File: src/rtl/frogger_pkg.sv
// Shared constants for the Frogger game sequencer: state encodings, frog origin,
// grid limits and default timing values.
package frogger_pkg;

  localparam logic [2:0] ST_IDLE      = 3'd0;
  localparam logic [2:0] ST_PLAY      = 3'd1;
  localparam logic [2:0] ST_DYING     = 3'd2;
  localparam logic [2:0] ST_LEVEL_UP  = 3'd3;
  localparam logic [2:0] ST_GAME_OVER = 3'd4;
  localparam logic [2:0] ST_PAUSED    = 3'd5;

  localparam int FROG_ORIGIN_X = 11;
  localparam int FROG_ORIGIN_Y = 14;
  localparam int GRID_X_MAX    = 22;
  localparam int GRID_Y_MAX    = 14;

  localparam int TICKS_PER_SEC_DEF  = 25000000;
  localparam int ROUND_SECS_DEF     = 30;
  localparam int START_LIVES_DEF    = 3;
  localparam int PADS_PER_LEVEL_DEF = 5;
  localparam int HOLD_CYCLES_DEF    = 12500000;
  localparam int SCORE_MAX_DEF      = 99;

  function automatic logic [6:0] sat_inc7(input logic [6:0] v, input logic [6:0] lim);
    return (v >= lim) ? lim : v + 7'd1;
  endfunction

endpackage

File: src/rtl/frogger_game_seq_if.sv
// Event inputs and status outputs of the game sequencer.
// i_Pause exists only when FROGGER_PAUSE_EN is defined.
interface frogger_game_seq_if;
  logic       i_Start;
  logic       i_Collided;
  logic       i_Goal;
`ifdef FROGGER_PAUSE_EN
  logic       i_Pause;
`endif
  logic       o_Game_Active;
  logic       o_Frog_Respawn;
  logic [1:0] o_Lives;
  logic [6:0] o_Score;
  logic [2:0] o_Level;
  logic [5:0] o_Time_Left;
  logic [2:0] o_Pads_Filled;
  logic [2:0] o_State;
  logic       o_Game_Over;

`ifdef FROGGER_PAUSE_EN
  modport master (output i_Start, i_Collided, i_Goal, i_Pause,
                  input  o_Game_Active, o_Frog_Respawn, o_Lives, o_Score, o_Level,
                         o_Time_Left, o_Pads_Filled, o_State, o_Game_Over);
  modport slave  (input  i_Start, i_Collided, i_Goal, i_Pause,
                  output o_Game_Active, o_Frog_Respawn, o_Lives, o_Score, o_Level,
                         o_Time_Left, o_Pads_Filled, o_State, o_Game_Over);
`else
  modport master (output i_Start, i_Collided, i_Goal,
                  input  o_Game_Active, o_Frog_Respawn, o_Lives, o_Score, o_Level,
                         o_Time_Left, o_Pads_Filled, o_State, o_Game_Over);
  modport slave  (input  i_Start, i_Collided, i_Goal,
                  output o_Game_Active, o_Frog_Respawn, o_Lives, o_Score, o_Level,
                         o_Time_Left, o_Pads_Filled, o_State, o_Game_Over);
`endif
endinterface

File: src/rtl/frogger_round_timer.sv
// Per-life countdown: prescaler wraps every c_TICKS_PER_SEC enabled cycles and
// decrements the seconds count; a wrap at zero seconds raises o_Timeout.
module frogger_round_timer #(
  parameter int c_TICKS_PER_SEC = 25000000,
  parameter int c_ROUND_SECS    = 30
) (
  input  logic       i_Clk,
  input  logic       i_Rst,
  input  logic       i_Load,
  input  logic       i_Enable,
  output logic [5:0] o_Time_Left,
  output logic       o_Timeout
);

  localparam int PW = (c_TICKS_PER_SEC > 1) ? $clog2(c_TICKS_PER_SEC) : 1;

  logic [PW-1:0] presc;
  logic          wrap;

  assign wrap      = i_Enable && (presc == PW'(c_TICKS_PER_SEC - 1));
  assign o_Timeout = wrap && (o_Time_Left == 6'd0);

  always_ff @(posedge i_Clk or posedge i_Rst) begin
    if (i_Rst) begin
      presc       <= '0;
      o_Time_Left <= 6'(c_ROUND_SECS);
    end else if (i_Load) begin
      presc       <= '0;
      o_Time_Left <= 6'(c_ROUND_SECS);
    end else if (wrap) begin
      presc <= '0;
      if (o_Time_Left != 6'd0) o_Time_Left <= o_Time_Left - 6'd1;
    end else if (i_Enable) begin
      presc <= presc + PW'(1);
    end
  end

endmodule

File: src/rtl/frogger_game_seq.sv
// Frogger game sequencer: state, lives, score, level, pads and round timer.
// Optional pause state when FROGGER_PAUSE_EN is defined.
module frogger_game_seq
  import frogger_pkg::*;
#(
  parameter int c_TICKS_PER_SEC  = TICKS_PER_SEC_DEF,
  parameter int c_ROUND_SECS     = ROUND_SECS_DEF,
  parameter int c_START_LIVES    = START_LIVES_DEF,
  parameter int c_PADS_PER_LEVEL = PADS_PER_LEVEL_DEF,
  parameter int c_HOLD_CYCLES    = HOLD_CYCLES_DEF,
  parameter int c_SCORE_MAX      = SCORE_MAX_DEF
) (
  input logic               i_Clk,
  input logic               i_Rst,
  frogger_game_seq_if.slave bus
);

  localparam int HW = (c_HOLD_CYCLES > 1) ? $clog2(c_HOLD_CYCLES) : 1;

  logic [2:0]    state, state_nxt;
  logic          start_q, start_edge, pause_edge;
  logic [HW-1:0] hold_cnt;
  logic          in_hold, hold_done;
  logic          tmr_load, tmr_en, timeout, death, goal_ok;
  logic [1:0]    lives;
  logic [6:0]    score;
  logic [2:0]    level, pads;
  logic          respawn, active, over;

  assign start_edge = bus.i_Start & ~start_q;

`ifdef FROGGER_PAUSE_EN
  logic pause_q;
  assign pause_edge = bus.i_Pause & ~pause_q;
  always_ff @(posedge i_Clk or posedge i_Rst)
    if (i_Rst) pause_q <= 1'b0;
    else       pause_q <= bus.i_Pause;
`else
  assign pause_edge = 1'b0;
`endif

  assign in_hold   = (state == ST_DYING) || (state == ST_LEVEL_UP);
  assign hold_done = in_hold && (hold_cnt == HW'(c_HOLD_CYCLES - 1));
  // Collision and a pause edge both freeze the tick for that cycle.
  assign tmr_en    = (state == ST_PLAY) && !bus.i_Collided && !pause_edge;

  frogger_round_timer #(
    .c_TICKS_PER_SEC(c_TICKS_PER_SEC),
    .c_ROUND_SECS   (c_ROUND_SECS)
  ) u_timer (
    .i_Clk      (i_Clk),
    .i_Rst      (i_Rst),
    .i_Load     (tmr_load),
    .i_Enable   (tmr_en),
    .o_Time_Left(bus.o_Time_Left),
    .o_Timeout  (timeout)
  );

  // Every timer reload coincides with a frog respawn, so one strobe serves both.
  always_comb begin
    state_nxt = state;
    tmr_load  = 1'b0;
    death     = 1'b0;
    goal_ok   = 1'b0;
    case (state)
      ST_IDLE, ST_GAME_OVER:
        if (start_edge) begin
          state_nxt = ST_PLAY;
          tmr_load  = 1'b1;
        end
      ST_PLAY: begin
        death   = bus.i_Collided || timeout;
        goal_ok = bus.i_Goal && !death;
        if (death) state_nxt = ST_DYING;
        else if (goal_ok) begin
          tmr_load = 1'b1;
          if (pads == 3'(c_PADS_PER_LEVEL - 1)) state_nxt = ST_LEVEL_UP;
        end else if (pause_edge) state_nxt = ST_PAUSED;
      end
      ST_DYING:
        if (hold_done) begin
          if (lives != 2'd0) begin
            state_nxt = ST_PLAY;
            tmr_load  = 1'b1;
          end else state_nxt = ST_GAME_OVER;
        end
      ST_LEVEL_UP:
        if (hold_done) begin
          state_nxt = ST_PLAY;
          tmr_load  = 1'b1;
        end
`ifdef FROGGER_PAUSE_EN
      ST_PAUSED:
        if (pause_edge) state_nxt = ST_PLAY;
`endif
      default: state_nxt = ST_IDLE;
    endcase
  end

  always_ff @(posedge i_Clk or posedge i_Rst) begin
    if (i_Rst) begin
      state    <= ST_IDLE;
      start_q  <= 1'b0;
      hold_cnt <= '0;
      lives    <= 2'(c_START_LIVES);
      score    <= 7'd0;
      level    <= 3'd0;
      pads     <= 3'd0;
      respawn  <= 1'b0;
      active   <= 1'b0;
      over     <= 1'b0;
    end else begin
      state    <= state_nxt;
      start_q  <= bus.i_Start;
      hold_cnt <= (in_hold && !hold_done) ? hold_cnt + HW'(1) : '0;
      respawn  <= tmr_load;
      active   <= (state_nxt == ST_PLAY);
      over     <= (state_nxt == ST_GAME_OVER);
      case (state)
        ST_IDLE, ST_GAME_OVER:
          if (start_edge) begin
            lives <= 2'(c_START_LIVES);
            score <= 7'd0;
            level <= 3'd0;
            pads  <= 3'd0;
          end
        ST_PLAY:
          if (death) lives <= lives - 2'd1;
          else if (goal_ok) begin
            score <= sat_inc7(score, 7'(c_SCORE_MAX));
            pads  <= pads + 3'd1;
          end
        ST_LEVEL_UP:
          if (hold_done) begin
            level <= (level == 3'd7) ? level : level + 3'd1;
            pads  <= 3'd0;
          end
        default: ;
      endcase
    end
  end

  assign bus.o_Game_Active  = active;
  assign bus.o_Frog_Respawn = respawn;
  assign bus.o_Lives        = lives;
  assign bus.o_Score        = score;
  assign bus.o_Level        = level;
  assign bus.o_Pads_Filled  = pads;
  assign bus.o_State        = state;
  assign bus.o_Game_Over    = over;

endmodule

File: src/flat_wrapper.sv
// flat-port wrapper written by rule: the top's interface ports become plain ports
module frogger_game_seq_flat import frogger_pkg::*;
#(
  parameter int c_TICKS_PER_SEC  = TICKS_PER_SEC_DEF,
  parameter int c_ROUND_SECS     = ROUND_SECS_DEF,
  parameter int c_START_LIVES    = START_LIVES_DEF,
  parameter int c_PADS_PER_LEVEL = PADS_PER_LEVEL_DEF,
  parameter int c_HOLD_CYCLES    = HOLD_CYCLES_DEF,
  parameter int c_SCORE_MAX      = SCORE_MAX_DEF
)
  (i_Clk, i_Rst, bus_i_Start, bus_i_Collided, bus_i_Goal, bus_o_Game_Active, bus_o_Frog_Respawn, bus_o_Lives, bus_o_Score, bus_o_Level, bus_o_Time_Left, bus_o_Pads_Filled, bus_o_State, bus_o_Game_Over);
  frogger_game_seq_if bus_i ();
  input logic i_Clk;
  input logic i_Rst;
  input wire logic [$bits(bus_i.i_Start)-1:0] bus_i_Start;
  input wire logic [$bits(bus_i.i_Collided)-1:0] bus_i_Collided;
  input wire logic [$bits(bus_i.i_Goal)-1:0] bus_i_Goal;
  output wire logic [$bits(bus_i.o_Game_Active)-1:0] bus_o_Game_Active;
  output wire logic [$bits(bus_i.o_Frog_Respawn)-1:0] bus_o_Frog_Respawn;
  output wire logic [$bits(bus_i.o_Lives)-1:0] bus_o_Lives;
  output wire logic [$bits(bus_i.o_Score)-1:0] bus_o_Score;
  output wire logic [$bits(bus_i.o_Level)-1:0] bus_o_Level;
  output wire logic [$bits(bus_i.o_Time_Left)-1:0] bus_o_Time_Left;
  output wire logic [$bits(bus_i.o_Pads_Filled)-1:0] bus_o_Pads_Filled;
  output wire logic [$bits(bus_i.o_State)-1:0] bus_o_State;
  output wire logic [$bits(bus_i.o_Game_Over)-1:0] bus_o_Game_Over;
  assign bus_i.i_Start = bus_i_Start;
  assign bus_i.i_Collided = bus_i_Collided;
  assign bus_i.i_Goal = bus_i_Goal;
  assign bus_o_Game_Active = bus_i.o_Game_Active;
  assign bus_o_Frog_Respawn = bus_i.o_Frog_Respawn;
  assign bus_o_Lives = bus_i.o_Lives;
  assign bus_o_Score = bus_i.o_Score;
  assign bus_o_Level = bus_i.o_Level;
  assign bus_o_Time_Left = bus_i.o_Time_Left;
  assign bus_o_Pads_Filled = bus_i.o_Pads_Filled;
  assign bus_o_State = bus_i.o_State;
  assign bus_o_Game_Over = bus_i.o_Game_Over;
  frogger_game_seq #(.c_TICKS_PER_SEC(c_TICKS_PER_SEC), .c_ROUND_SECS(c_ROUND_SECS), .c_START_LIVES(c_START_LIVES), .c_PADS_PER_LEVEL(c_PADS_PER_LEVEL), .c_HOLD_CYCLES(c_HOLD_CYCLES), .c_SCORE_MAX(c_SCORE_MAX)) u_core (.i_Clk(i_Clk), .i_Rst(i_Rst), .bus(bus_i));
endmodule
File: config.mk
export PLATFORM = sky130hd
export DESIGN_NAME = frogger_game_seq_flat
export DESIGN_NICKNAME = d
export VERILOG_FILES = /design/src/rtl/frogger_pkg.sv /design/src/rtl/frogger_game_seq_if.sv /design/src/rtl/frogger_round_timer.sv /design/src/rtl/frogger_game_seq.sv /design/src/flat_wrapper.sv
export SDC_FILE = /design/constraint.sdc
export NUM_CORES = 1
export LEC_CHECK = 0
export CORE_UTILIZATION = 50
export DETAILED_ROUTE_END_ITERATION = 12
export DONT_BUFFER_PORTS = 1
export GPL_TIMING_DRIVEN = 1
export MAX_ROUTING_LAYER = met4
export PLACE_DENSITY_LB_ADDON = 0.12
export SLEW_MARGIN = 30
export SYNTH_ARGS = -nofsm -noshare
export SYNTH_HDL_FRONTEND = slang
export SYNTH_SLANG_ARGS = --single-unit
File: constraint.sdc
create_clock -name i_Clk -period 2.02 [get_ports i_Clk]
set_input_delay 0.202 -clock i_Clk [delete_from_list [all_inputs] [get_ports i_Clk]]
set_output_delay 0.202 -clock i_Clk [all_outputs]
set_load 0.01 [all_outputs]
== After elaboration in Yosys (flattened, before gate mapping) ==
Cells that the tools add are included.

* Reductions and logical operators: 27
* Magnitude comparators: 1
* Mux-type cells: 40
* Equal/unequal tests: 16
* $add $sub $neg: 7
* Bitwise logic cells: 2

{| class="wikitable"
|+ Operators with widths
! operator !! count
|-
| $mux W25 || 3
|-
| $mux W3 || 13
|-
| $mux W7 || 4
|-
| $add A25 B1 Y25 const B || 1
|-
| $eq A25 B25 Y1 const B || 1
|-
| $add A24 B1 Y24 const B || 1
|-
| $eq A24 B24 Y1 const B || 1
|-
| $mux W24 || 1
|-
| $mux W6 || 3
|-
| $pmux W7 S2 || 1
|-
| $eq A3 B3 Y1 const B || 4
|-
| $pmux W3 S4 || 1
|-
| $reduce_bool A2 Y1 || 5
|-
| $pmux W3 S3 || 1
|-
| $mux W1 || 8
|-
| $ne A2 B1 Y1 const B || 4
|-
| $reduce_and A4 Y1 || 2
|-
| $add A7 B1 Y7 const B || 1
|-
| $ge A7 B7 Y1 const B || 1
|-
| $add A3 B1 Y3 const B || 2
|-
| $eq A3 B1 Y1 const B || 2
|-
| $eq A3 B2 Y1 const B || 2
|-
| $logic_and A1 B1 Y1 || 6
|-
| $logic_not A6 Y1 || 1
|-
| other kinds (18) || 24
|}

* Input bits: 5
* Word-level logic and storage cells: 105
* Output and inout port bits: 27
* Bits in registers: 77

== Longest topological paths before layout ==
* Depth after elaboration: 12
* Mapped depth: 10
* Depth with buffers taken out: 8

== Modules after synthesis ==
Synthesis repeated with hierarchy kept, for this count alone.

* Cell total of the unflattened synthesis: 436
* Area, all modules: 4,085.2 um^2

{| class="wikitable"
|+ By module, submodules not included
! module !! cells an instance !! instances !! seq. area each (um^2) !! area an instance (um^2)
|-
| frogger_game_seq || 258 || 1 || 1,153.6 || 2,414.8
|-
| frogger_round_timer || 178 || 1 || 780.7 || 1,670.4
|}

== Least setup slack after synthesis ==
No wires, ideal clock.

* Path kind: register to register
* From: register u_core.lives[0], in the netlist u_core.bus.o_Lives[0]
* To: register u_core.u_timer.presc[11]
* Data required time: 1.893 ns
* Arrival time: 2.030 ns
* Slack: -0.136 ns
* Period minus slack after synthesis: 2.156 ns
* Buffers on the path: 2
* Stages on the path, launching flop included: 11
* Library setup time: 0.127 ns
* Cells stage by stage: dfstp_2 -> inv_1 -> ha_1 -> inv_1 -> o21ai_1 -> nor4_4 -> buf_2 -> nor2_1 -> nand2_1 -> buf_4 -> a21oi_1

* Cells in the longest elaborated chain, start to end: 5
* Elaborated cells on any way between the ends: 6
* Classes of those cells: mux: 4; reduce/logical: 2

{| class="wikitable"
|+ Ends and longest elaborated chain
! what !! RTL line !! text
|-
| from (decl) || frogger_game_seq.sv:25 || <nowiki>logic [1:0] lives;</nowiki>
|-
| from (signal assigned) || frogger_game_seq.sv:105 || <nowiki>lives <= 2'(c_START_LIVES);</nowiki>
|-
| from (signal assigned) || frogger_game_seq.sv:122 || <nowiki>lives <= 2'(c_START_LIVES);</nowiki>
|-
| from (signal assigned) || frogger_game_seq.sv:128 || <nowiki>if (death) lives <= lives - 2'd1;</nowiki>
|-
| $reduce_bool A2 Y1 (*) || frogger_game_seq.sv:82 || <nowiki>if (lives != 2'd0) begin</nowiki>
|-
| $mux W1 (*) || frogger_game_seq.sv:82 ||
|-
| $mux W1 (*) || frogger_game_seq.sv:81 || <nowiki>if (hold_done) begin</nowiki>
|-
| $pmux W1 S4 (*) || frogger_game_seq.sv:65 || <nowiki>case (state)</nowiki>
|-
| $reduce_bool A3 Y1 (no source line) or $mux W25 (tied branches) || - ||
|-
| to (signal assigned) || frogger_round_timer.sv:34 || <nowiki>presc <= presc + PW'(1);</nowiki>
|-
| to (decl) || frogger_round_timer.sv:17 || <nowiki>logic [PW-1:0] presc;</nowiki>
|}

Mark *: on every way between the ends. The rest lies on a longest branch, timed or not.
A chain may end at the register's enable or synchronous reset.

== Worst setup path in the final report ==
* From: register u_core.lives[1], in the netlist u_core.bus.o_Lives[1]
* To: register u_core.u_timer.presc[17]

The elaborated chain is that of the path after synthesis.

==> impl_metrics.toml <==
[timing]
finClkSkew_ps = 11.3
tightest_slew_ps = 612
rsz0062_at_grt = "true"
whs_ps = 48.7
post-route-min-period_ps = 2140
finalHoldViolCount = 0
fmax_mhz = 467
finalWorstSetupSlack_ps = -122
maxSlewHeadroom_pct = 59.1
finalCritPeriodShare_pct = 106
setup_viol = 22
drv_slew = 0

[power]
power.leakage_nw = 2.43
ir_worst_vdd_mv = 0.691
pwr_density_cell_mw_per_mm2 = 852
finalPower_mw = 4.67

[critical_path]
ff2ff_path_depth = 9
setup.worst_path.end_class = "flip-flop"
arrival_ps = 2450
crit_fanout = 8
reg2reg_setup_slack_ps = -120
critical_path_class = "flip-flop to flip-flop"
crit_path_start_kind = "flip-flop"
startpoint = "u_core.bus.o_Lives[1]"
worst-endpoint-required_ps = 2330
cp-endpoint = "u_core.u_timer.presc[17]"
rr_endpoint = "u_core.u_timer.presc[17]"
r2r-start = "u_core.bus.o_Lives[1]"

[outcome]
violations = "negative setup slack"
status = "finished, violations left"

[synth]
yosysWarnings = 0
synth_top_cell_area_share_pct = 43.8
yosysTopAreaCell = "dfrtp_1"
async_flop_share_pct = 100
ys_types = 53
synth-edff-count = 0
synth_nets = 444
ys_top_cells_by_count = "dfrtp_1, nor2_1, nand2_1, o21ai_0, a21oi_1"
syn_area_mm2 = 0.00406
ys_seq_area_share_pct = 47.7
synth_top_flop_cell = "dfrtp_1"
synthTopCellsByArea = "dfrtp_1, nor2_1, xor2_1, dfstp_2, o21ai_0"
ys_ff_latch = 77
avgSynthCellArea_um2 = 9.45
synthesis.instances = 429
synth_most_common_cell = "dfrtp_1"

[detailed_routing]
avgViaCountPerCell = 5.51
finalWirelength_mm = 9.89
antenna_left = 0
vias = 3505
drt_first_iter_violations = 191
first_pass_iters = 5
wl_per_cell_um = 15.6
drc = 0

[layout]
n_fill_cell = 585
final_util_pct = 70.7
fin_nets = 544
drive_above_1_share_pct = 32.2
n_antenna_cell = 0
area_growth_pct = 35.4
multi_input_area_mm2 = 0.00223
regArea_mm2 = 0.00193

[floorplanning]
io-pin-count = 32
rows = 32
die_area_mm2 = 0.00847
fp.dieH_um = 92.1
die_w_um = 92.1
fp.coreArea_mm2 = 0.00777
initial_core_util_pct = 52.2

[global_route]
grt_use_met3_pct = 5.06
first_global_vias = 3324
grt_pass1_wl_mm = 15.4
antenna_found_initial = 0
met2_usage_pct = 36.0
use_met1_pct = 31.6
grt_usage_pct = 24.1
grt_max_degree = 53
top_usage_layer = "met2"
overflow = 0

[clocking]
clock_sinks = 77
root_buffer = "clkbuf_8"
clk_latency_ps = 380
cts_buffers = 9
cts.path.max_buffers = 2
cts_max_level = 3
cts.clk_slew.worst_paths_ps = 90
cts_tree = "yes"

[placement]
io_buffers = 0
detailed_place_hpwl_mm = 6.51
place_ws_ps = -106
gp_congestion = 0.872

[min_path]
hold_depth = 3
min_path_type = "primary input to flip-flop"

[run]
cap_violations = 0
stage by stage:
| stage | TNS (ps) | cells | cell area (um^2) |
|---|---|---|---|
| final | -903 | 636 | 5490 |
| after floorplan | -167 | 429 | 4080 |
| after global routing | -3060 | 636 | 5490 |
| after global placement | -291 | 605 | 4820 |
| after CTS | -1050 | 625 | 5110 |
| after detailed placement | -816 | 605 | 4820 |
placed cells by master, fill, tap and decap left out, types with 6 or more instances in the layout:
| cell type | instances |
|---|---|
| buf_4 | 84 |
| dfrtp_1 | 71 |
| nor2_1 | 52 |
| nand2_1 | 32 |
| o21ai_0 | 25 |
| nand3_1 | 24 |
| xor2_1 | 22 |
| a21oi_1 | 20 |
| or3_1 | 14 |
| nor3_1 | 13 |
| xnor2_1 | 13 |
| inv_1 | 12 |
| nand4_1 | 11 |
| clkbuf_8 | 11 |
| ha_1 | 7 |
| nand2b_1 | 6 |
| dfstp_2 | 6 |
routing by layer:
| layer | part of all wire (%) | up-vias |
|---|---|---|
| li1 | - | 1716 |
| met1 | 45 | 1708 |
| met2 | 49 | 70 |
| met3 | 3.5 | 11 |
| met4 | 2.0 | 0 |
| met5 | 0 | - |
worst min-delay path by stage:
stage | from | endpoint | slack [ps]
2_1_floorplan | bus_i_Start | u_core.start_q | 230
3_3_place_gp | i_Rst | u_core.hold_cnt[20] | 170
3_5_place_dp | i_Rst | u_core.hold_cnt[20] | 170
4_1_cts | bus_i_Goal | u_core.bus.o_State[1] | 30
5_1_grt | bus_i_Collided | u_core.bus.o_Lives[0] | 100
6_report | bus_i_Collided | u_core.bus.o_Lives[0] | 50
layout make-up:
cell class / count / area share (%)
Tap cell: 102 / 2.33
Clock inverter: 4 / 1.73
Inverter: 18 / 1.34
Clock buffer: 12 / 2.83
Sequential cell: 77 / 35.2
Multi-Input combinational cell: 324 / 40.6
Timing Repair Buffer: 99 / 15.9
logic make-up (layout without fill, tap and decap cells):
| family | count (synthesis) | count (layout) | synth area share [%] |
|---|---|---|---|
| mux | 2 | 2 | 0.494 |
| buf+inv | 28 | 133 | 3.27 |
| simple gates | 199 | 199 | 26.6 |
| flops | 77 | 77 | 47.7 |
| fa+ha+maj | 10 | 10 | 3.09 |
| compound gates | 78 | 78 | 11.3 |
| xor+xnor | 35 | 35 | 7.56 |
critical path, cell delays in order, from the launching register on:
cell	delay, ps
dfstp_2	550
inv_2	50
ha_4	160
inv_4	60
o21ai_4	60
nor4_4	270
buf_6	160
o211ai_1	200
or3_1	440
a21oi_2	120
what timing repair did:
action / in CTS / in global routing
hold buffers: 2 / 0
gates resized for setup: 3 / 58
setup buffers: 3 / 9
pin swaps: 4 / 22
endpoints found under the hold margin: 23 / 0
setup endpoints to repair: 24 / 48
gates cloned: 0 / 2
flip-flops by register name, summed over array words and instances (netlist names):
signal	flops
u_core.start_q	1
u_core.bus.o_Game_Over	1
u_core.bus.o_Level	3
u_core.hold_cnt	24
u_core.bus.o_Game_Active	1
u_core.bus.o_Frog_Respawn	1
u_core.u_timer.presc	25
u_core.bus.o_State	3
u_core.bus.o_Pads_Filled	3
u_core.bus.o_Score	7
u_core.u_timer.o_Time_Left	6
u_core.bus.o_Lives	2
power breakdown:
group / total [mW] / internal [mW] / switching, mW
Clock: 1.49 / 0.887 / 0.598
Sequential: 1.88 / 1.73 / 0.149
Combinational: 1.31 / 0.630 / 0.684
Total: 4.67 / 3.24 / 1.43
Note: power is estimated with default switching activity, not from simulation.
